[config.mk]
export PLATFORM = sky130hd
export DESIGN_NAME = bg_stat_reader
export DESIGN_NICKNAME = d
export VERILOG_FILES = /design/src/rtl/bg_pkg.sv /design/src/rtl/bg_stat_calc.sv /design/src/rtl/bg_stat_reader.sv
export SDC_FILE = /design/constraint.sdc
export NUM_CORES = 1
export LEC_CHECK = 0
export ABC_AREA = 1
export CAP_MARGIN = 20
export CORE_UTILIZATION = 60
export DETAILED_ROUTE_END_ITERATION = 6
export GPL_TIMING_DRIVEN = 0
export PLACE_DENSITY = 0.91
export SYNTH_ARGS = -nofsm -noshare
export SYNTH_HDL_FRONTEND = slang
export SYNTH_HIERARCHICAL = 1
export SYNTH_SLANG_ARGS = --single-unit
[constraint.sdc]
create_clock -name i_clk -period 6.9 [get_ports i_clk]
set_input_delay 2.07 -clock i_clk [delete_from_list [all_inputs] [get_ports i_clk]]
set_output_delay 2.07 -clock i_clk [all_outputs]
set_load 0.02 [all_outputs]
[src/rtl/bg_pkg.sv]
// Shared definitions for the background-statistics SRAM: frame geometry, word layout
// and the pixel-to-address mapping used by both the reader and the writer.
package bg_pkg;

    localparam int H_MAX         = 640;
    localparam int V_MAX         = 480;
    localparam int N_FRAMES_LOG2 = 5;
    localparam int SUM_W         = 13;
    localparam int SQ_W          = 21;
    localparam int ADDR_W        = 20;
    localparam int H_W           = 10;
    localparam int V_W           = 9;

    typedef enum logic [2:0] {
        S_IDLE,
        S_RD_HI,
        S_RD_LO,
        S_WAIT,
        S_CALC1,
        S_CALC2,
        S_OUT
    } state_t;

    typedef logic [15:0] sram_word_t;

    typedef struct packed {
        logic [SUM_W-1:0] sum;
        logic [SQ_W-1:0]  sq;
    } stat_t;

    // The LSB of both sum and sq is dropped on store; it is restored as 0.
    function automatic sram_word_t pack_hi(input stat_t s);
        return s.sq[20:5];
    endfunction

    function automatic sram_word_t pack_lo(input stat_t s);
        return {s.sq[4:1], s.sum[12:1]};
    endfunction

    function automatic stat_t unpack(input sram_word_t hi, input sram_word_t lo);
        stat_t s;
        s.sum = {lo[11:0], 1'b0};
        s.sq  = {hi, lo[15:12], 1'b0};
        return s;
    endfunction

    function automatic logic [ADDR_W-1:0] pix_base(input logic [H_W-1:0] h, input logic [V_W-1:0] v);
        logic [ADDR_W-1:0] lin;
        lin = ADDR_W'(h) + ADDR_W'(v) * ADDR_W'(H_MAX);
        return {lin[ADDR_W-2:0], 1'b0};
    endfunction

endpackage

[src/rtl/bg_stat_calc.sv]
// Two-stage arithmetic pipe: recover mean / E[x^2] from the SRAM words, then variance,
// squared deviation and the foreground threshold compare.
module bg_stat_calc
    import bg_pkg::*;
#(
    parameter logic [3:0] K_SQ     = 4'd9,
    parameter logic [7:0] MIN_DIFF = 8'd12
) (
    input  logic       clk,
    input  logic       rst,
    input  logic       en1,
    input  logic       en2,
    input  sram_word_t hi,
    input  sram_word_t lo,
    input  logic [7:0] gray,
    input  logic       stat_valid,
    output logic       fg,
    output logic [7:0] mean,
    output logic [15:0] variance
);

    stat_t       st_c;
    logic [7:0]  mean_c;
    logic [15:0] ex2_c;
    logic [15:0] m2_c;
    logic [7:0]  d_c;

    logic [7:0]  mean_p1;
    logic [15:0] ex2_p1;
    logic [15:0] m2_p1;
    logic [7:0]  d_p1;

    logic [15:0] var_c;
    logic [15:0] d2_c;
    logic [19:0] kv_c;
    logic        fg_c;

    always_comb begin
        st_c   = unpack(hi, lo);
        mean_c = st_c.sum[12:5];
        ex2_c  = st_c.sq[20:5];
        m2_c   = 16'(mean_c) * 16'(mean_c);
        d_c    = (gray >= mean_c) ? (gray - mean_c) : (mean_c - gray);
    end

    // stage 1 -> stage 2
    always_ff @(posedge clk) begin
        if (en1) begin
            mean_p1 <= mean_c;
            ex2_p1  <= ex2_c;
            m2_p1   <= m2_c;
            d_p1    <= d_c;
        end
    end

    always_comb begin
        // E[x^2] can fall just below mean^2 because of the dropped LSBs; clamp instead of wrapping.
        var_c = (ex2_p1 >= m2_p1) ? (ex2_p1 - m2_p1) : 16'd0;
        d2_c  = 16'(d_p1) * 16'(d_p1);
        kv_c  = 20'(K_SQ) * 20'(var_c);
        fg_c  = stat_valid && (d_p1 >= MIN_DIFF) && ({4'd0, d2_c, 2'b00} > {kv_c, 2'b00});
    end

    // stage 2 -> result registers
    always_ff @(posedge clk or posedge rst) begin
        if (rst) begin
            fg       <= 1'b0;
            mean     <= 8'd0;
            variance <= 16'd0;
        end else if (en2) begin
            fg       <= fg_c;
            mean     <= mean_p1;
            variance <= var_c;
        end
    end

endmodule

[src/rtl/bg_stat_reader.sv]
// Background-statistics reader: walks the frame raster, fetches the two stat words per
// pixel through the shared SRAM arbiter and emits a foreground decision per pixel.
module bg_stat_reader
    import bg_pkg::*;
#(
    parameter logic [3:0] K_SQ     = 4'd9,
    parameter logic [7:0] MIN_DIFF = 8'd12
) (
    input  logic        i_clk,
    input  logic        i_rst,
    input  logic        i_sof,
    input  logic        i_valid,
    output logic        o_ready,
    input  logic [7:0]  i_gray,
    input  logic        i_stat_valid,
    output logic        o_sram_req,
    input  logic        i_sram_gnt,
    output logic [19:0] o_sram_addr,
    input  logic [15:0] i_sram_rdata,
    output logic        o_fg_valid,
    input  logic        i_out_ready,
    output logic        o_fg,
    output logic [7:0]  o_mean,
    output logic [15:0] o_var
);

    state_t           state;
    state_t           state_next;
    logic [H_W-1:0]   h;
    logic [V_W-1:0]   v;
    logic [ADDR_W-1:0] base;
    logic [7:0]       gray_p0;
    sram_word_t       hi_p0;
    sram_word_t       lo_p0;
    logic             hi_taken;

    assign base = pix_base(h, v);

    always_ff @(posedge i_clk or posedge i_rst) begin
        if (i_rst) state <= S_IDLE;
        else       state <= state_next;
    end

    always_comb begin
        state_next  = state;
        o_sram_req  = 1'b0;
        o_sram_addr = '0;
        o_fg_valid  = 1'b0;
        o_ready     = 1'b0;
        case (state)
            S_IDLE: begin
                o_ready = !i_rst;
                if (i_valid) state_next = S_RD_HI;
            end
            S_RD_HI: begin
                o_sram_req  = 1'b1;
                o_sram_addr = base;
                if (i_sram_gnt) state_next = S_RD_LO;
            end
            S_RD_LO: begin
                o_sram_req  = 1'b1;
                o_sram_addr = {base[ADDR_W-1:1], 1'b1};
                if (i_sram_gnt) state_next = S_WAIT;
            end
            S_WAIT:  state_next = S_CALC1;
            S_CALC1: state_next = S_CALC2;
            S_CALC2: state_next = S_OUT;
            S_OUT: begin
                o_fg_valid = 1'b1;
                if (i_out_ready) state_next = S_IDLE;
            end
            default: state_next = S_IDLE;
        endcase
    end

    always_ff @(posedge i_clk or posedge i_rst) begin
        if (i_rst) begin
            h <= '0;
            v <= '0;
        end else if (state == S_IDLE && i_sof) begin
            h <= '0;
            v <= '0;
        end else if (state == S_OUT && i_out_ready) begin
            if (h == H_W'(H_MAX - 1)) begin
                h <= '0;
                v <= (v == V_W'(V_MAX - 1)) ? '0 : v + 1'b1;
            end else begin
                h <= h + 1'b1;
            end
        end
    end

    // Read data lags the grant by one cycle: the first RD_LO cycle carries the hi word,
    // even if the lo request is then stalled by the arbiter.
    always_ff @(posedge i_clk or posedge i_rst) begin
        if (i_rst)                  hi_taken <= 1'b0;
        else if (state == S_IDLE)   hi_taken <= 1'b0;
        else if (state == S_RD_LO)  hi_taken <= 1'b1;
    end

    always_ff @(posedge i_clk) begin
        if (state == S_IDLE && i_valid)    gray_p0 <= i_gray;
        if (state == S_RD_LO && !hi_taken) hi_p0   <= i_sram_rdata;
        if (state == S_WAIT)               lo_p0   <= i_sram_rdata;
    end

    bg_stat_calc #(
        .K_SQ     (K_SQ),
        .MIN_DIFF (MIN_DIFF)
    ) u_calc (
        .clk        (i_clk),
        .rst        (i_rst),
        .en1        (state == S_CALC1),
        .en2        (state == S_CALC2),
        .hi         (hi_p0),
        .lo         (lo_p0),
        .gray       (gray_p0),
        .stat_valid (i_stat_valid),
        .fg         (o_fg),
        .mean       (o_mean),
        .variance   (o_var)
    );

endmodule
## Word level (Yosys, flattened, before mapping)

Cells that the tools add are included.

| storage, ports and cells | value |
|---|---|
| bits in registers | 132 |

| operators by class | value |
|---|---|
| multiply operators | 4 |
| reduce and logical (&&, ||, !) cells | 15 |
| equal/unequal tests | 12 |
| add/sub/neg operators | 6 |
| muxes and demuxes | 20 |
| $lt $le $gt $ge | 4 |

Operators with widths:

| cell | count |
|---|---|
| case mux 20 bit (2 select lines) | 1 |
| 2-to-1 mux 9 bit | 4 |
| multiplier 8 x 8 -> 16 bit | 2 |
| 2-to-1 mux 10 bit | 3 |
| greater-than comparator 18 x 22 -> 1 bit | 1 |
| case mux 3 bit (7 select lines) | 1 |
| multiplier 4 x 16 -> 20 bit, first input constant | 1 |
| adder 10 x 19 -> 19 bit | 1 |
| >= comparator 16 bit | 1 |
| 2-to-1 mux 16 bit | 1 |
| subtractor 16 bit | 1 |
| subtractor 8 bit | 2 |
| multiplier 9 x 3 -> 12 bit, second input constant | 1 |
| 2-to-1 mux 3 bit | 4 |
| adder 10 x 1 -> 10 bit, second input constant | 1 |
| equality test 10 bit, second input constant | 1 |
| adder 9 x 1 -> 9 bit, second input constant | 1 |
| equality test 3 bit, second input constant | 3 |
| equality test 9 bit, second input constant | 1 |
| >= comparator 8 x 4 -> 1 bit, second input constant | 1 |
| >= comparator 8 bit | 1 |
| 2-to-1 mux 8 bit | 1 |
| != test 2 bit, second input constant | 4 |
| equality test 3 x 2 -> 1 bit, second input constant | 2 |
| 9 further kinds | 21 |

## Longest topological paths before layout

| depth | value |
|---|---|
| depth after elaboration | 5 |
| gate-level depth with buffers | 33 |

## Cells and area by module

Netlist, hierarchy kept.

Modules (own cells, without submodules):

| module | cells each | instances | area an instance (um^2) | sequential area each (um^2) |
|---|---|---|---|---|
| bg_stat_calc | 1056 | 1 | 8381.8 | 2006.9 |
| bg_stat_reader | 375 | 1 | 3454.6 | 1776.7 |

## Least setup slack after synthesis

OpenSTA, ideal clock, no wires.

| timing | value |
|---|---|
| path kind | register to register |
| from | register u_calc.d_p1[5] |
| to | register u_calc.fg |
| clock period less this slack | 5.106 ns |
| arrival time | 4.990 ns |
| data required time | 6.784 ns |
| slack | 1.794 ns |
| library setup time | 0.116 ns |
| stages on the path, launching flop included | 31 |
| cells stage by stage | edfxtp_1 clkbuf_1 nand2_1 inv_1 fa_1 inv_1 fa_1 inv_1 fa_1 inv_1 fa_1 inv_1 ha_1 nand2_1 nor2_1 nand3_1 nand4_1 a21oi_1 nor2_1 nor2_1 xnor2_1 ha_1 nand4_1 nor4b_1 nand2_1 nand2_1 nor2_1 nand2_1 nor2_1 nand2_1 nand2_1 |

| on the way | value |
|---|---|
| longest elaborated chain between the ends | 3 |
| elaborated cells on any way between the ends | 5 |
| classes of those cells | mul (1); order compare (2); reduce/logical (2) |

RTL lines:

| what | RTL line | text |
|---|---|---|
| from (decl) | bg_stat_calc.sv:31 | `logic [7:0] d_p1;` |
| from (signal assigned) | bg_stat_calc.sv:52 | `d_p1 <= d_c;` |
| multiplier 8 x 8 -> 16 bit or >= comparator 8 x 4 -> 1 bit (tied branches) | bg_stat_calc.sv:59, bg_stat_calc.sv:61 |  |
| greater-than comparator 18 x 22 -> 1 bit or logical AND 1 bit (tied branches) | bg_stat_calc.sv:61 | `fg_c = stat_valid && (d_p1 >= MIN_DIFF) && ({4'd0, d2_c, 2'b00} > {kv_c, 2'b00});` |
| logical AND 1 bit (*) | bg_stat_calc.sv:61 |  |
| to (signal assigned) | bg_stat_calc.sv:71 | `fg <= fg_c;` |
| to (decl) | bg_stat_calc.sv:17 | `output logic fg,` |

Mark *: on every way between the ends. The rest lies on a longest branch, timed or not.
A chain may end at the register's enable or synchronous reset.

## Final worst setup path

Same ends and word-level chain as after synthesis.

==> impl_metrics.json <==
{
  "slowest_delay_ns": 0.52,
  "tritoncts_clock_tree": "done",
  "timing.critical_path.max_delay_family": "adder cells",
  "rr_worst_depth": 30,
  "groute.usage.overall_pct": 29.36,
  "post_synth_inst_count": 1423,
  "cell_occurring_most_often_along_the_worst_timing_path": "sky130_fd_sc_hd__nand2_1",
  "globalplace.congestion": 0.9342,
  "vias_per_cell": 5.519,
  "max_slew.worst_pin.slew_ns": 0.9475,
  "grt_pass1_wl_um": 45780,
  "grt_antenna_before_repair": 0,
  "hold_viol_final": 0,
  "floorplan.core_area_sq_um": 18830,
  "routed_wl_um": 27910,
  "hold_sp": "hi_p0[0]$_DFFE_PP_",
  "antenna-diode-count": 0,
  "finalSetupTns_ns": 0,
  "die_area_sq_um": 19890,
  "design_area_sq_um": 13390,
  "final_period_minus_worst_setup_slack_ns": 5.719,
  "critPathLaunch": "u_calc/d_p1[5]$_DFFE_PP_",
  "post-route-drc-count": 0,
  "status": "complete, no violations",
  "dp.final_hpwl_um": 20780,
  "gr-total-overflow": 0,
  "x_dimension_of_the_die_um": 141.0,
  "hold_path.class": "reg2reg",
  "dr_total_vias": 9928,
  "avgRoutedWirePerCell_um": 15.51,
  "drt_first_iter_violations": 771,
  "drtPass1Iterations": 5,
  "setup_violations": 0,
  "timing.critical_path.arrival_ns": 6.05,
  "io-pin-count": 79,
  "final.fill_count": 1289,
  "synth.cell_area_sq_um": 11600,
  "post_dp_cell_area_sq_um": 12760,
  "finish.utilization_pct": 71.11,
  "post_cts.repair.setup_buffers": 0,
  "timing.final.max_slew_violations": 0,
  "port_buffers": 78,
  "max-clock-path-buffers": 2,
  "timing.reg2reg.setup_slack_ns": 1.18,
  "hold-path-cell-count": 0,
  "final_cell_mix": "324 x sky130_fd_sc_hd__nand2_1, 283 x sky130_fd_sc_hd__inv_1, 151 x sky130_fd_sc_hd__ha_1",
  "cp-start-kind": "flop",
  "timing.rr.end": "u_calc/fg$_DFFE_PP0P_",
  "floorplan.initialDensity_pct": 61.58,
  "cts.sinks": 126,
  "finClkSkew_ns": 0.01103,
  "vias_in_the_first_global_route": 9891,
  "numCtsBuffers": 17,
  "worst-path-max-fanout": 10,
  "clock_latency_ns": 0.43,
  "critical_path_cell_with_the_highest_stage_delay": "sky130_fd_sc_hd__fa_1",
  "cts_root_buf": "sky130_fd_sc_hd__clkbuf_16",
  "syn_nets": 1661,
  "setup.worst_path.end_class": "flop",
  "area.growth.synth_to_final_pct": 15.47,
  "layout.nets": 1764,
  "ctsHoldBuffers": 0,
  "worst-path-buf-inv": 6,
  "holdWs_ns": 0.4190,
  "cap_violations": 0,
  "criticalPathCategory": "reg2reg",
  "drive_above_1_share_pct": 5.198,
  "grt_max_degree": 26,
  "rsz0062_at_grt": "false",
  "data_required_time_at_the_worst_endpoint_ns": 7.23,
  "post-route-period-util_pct": 82.88,
  "antenna_left": 0,
  "synth_warnings": 6,
  "clk_pin_slew_ns": 0.06,
  "core.rowCount": 50,
  "crit-reg2reg-launch": "u_calc/d_p1[5]$_DFFE_PP_",
  "cts-htree-levels": 4,
  "hold_end": "u_calc/ex2_p1[0]$_DFFE_PP_",
  "max_freq_mhz": 174.9,
  "postSynthAreaPerCell_sq_um": 8.149,
  "max-slew-margin-rel_pct": 36.60,
  "layout.cells.most_common": "sky130_fd_sc_hd__nand2_1",
  "die_height_um": 141.0,
  "cts.repair.resized": 0
}
flip-flops by register name, indices dropped and copies added (netlist names):
register and flops:
hi_p0 16, u_calc/d_p1 8, u_calc/ex2_p1 16, u_calc/fg 1
hi_taken 1, v 9, state 3, h 10
u_calc/mean 8, u_calc/variance 16, u_calc/mean_p1 8, u_calc/m2_p1 14
lo_p0 8, gray_p0 8
worst register-to-register path, delay by kind of cell, from the launching register on:
family | cells | cell delay (ns)
XOR/XNOR | 1 | 0.13
adder cells (fa/ha/maj) | 6 | 2.72
buffers and inverters | 6 | 0.54
AND/OR/NAND/NOR | 16 | 1.76
AO/OA/AOI/OAI | 1 | 0.09
flip-flops | 1 | 0.39
area by class of cell:
cell class,count,area (sq um),area share [%]
repair buffers,84,860.8,6.429
flip-flops and latches,126,3543,26.46
clock inverters,13,165.2,1.233
plain buffers,29,155.1,1.159
well taps,260,325.3,2.429
clock buffers,19,432.9,3.233
inverters,291,1105,8.251
multi-input cells,977,6803,50.80
worst max path at each step:
stage / slack, ns / endpoint / cells after the start
2_1_floorplan: 1.79 / u_calc/fg$_DFFE_PP0P_ / 30
3_3_place_gp: 1.36 / u_calc/fg$_DFFE_PP0P_ / 30
3_5_place_dp: 1.33 / u_calc/fg$_DFFE_PP0P_ / 30
4_1_cts: 1.22 / u_calc/fg$_DFFE_PP0P_ / 30
5_1_grt: 0.63 / u_calc/fg$_DFFE_PP0P_ / 25
6_report: 1.18 / u_calc/fg$_DFFE_PP0P_ / 30
layer usage:
layer	GRT usage [%]	part of all wire (%)	wire length [um]
met2	51.64	50	13940
met4	16.59	5.3	1485
met1	34.21	39	10920
met5	0	0	0
met3	4.654	5.6	1556
stage by stage:
step | worst slack, ns | cells
4_1_cts | 1.219 | 1798
3_5_place_dp | 1.330 | 1766
3_3_place_gp | 1.360 | 1761
5_1_grt | 0.6280 | 1799
6_report | 1.181 | 1799
2_1_floorplan | 1.794 | 1423
Power is not shown: default switching activity piles up to over one toggle a cycle in this logic, so the estimate is an artifact.
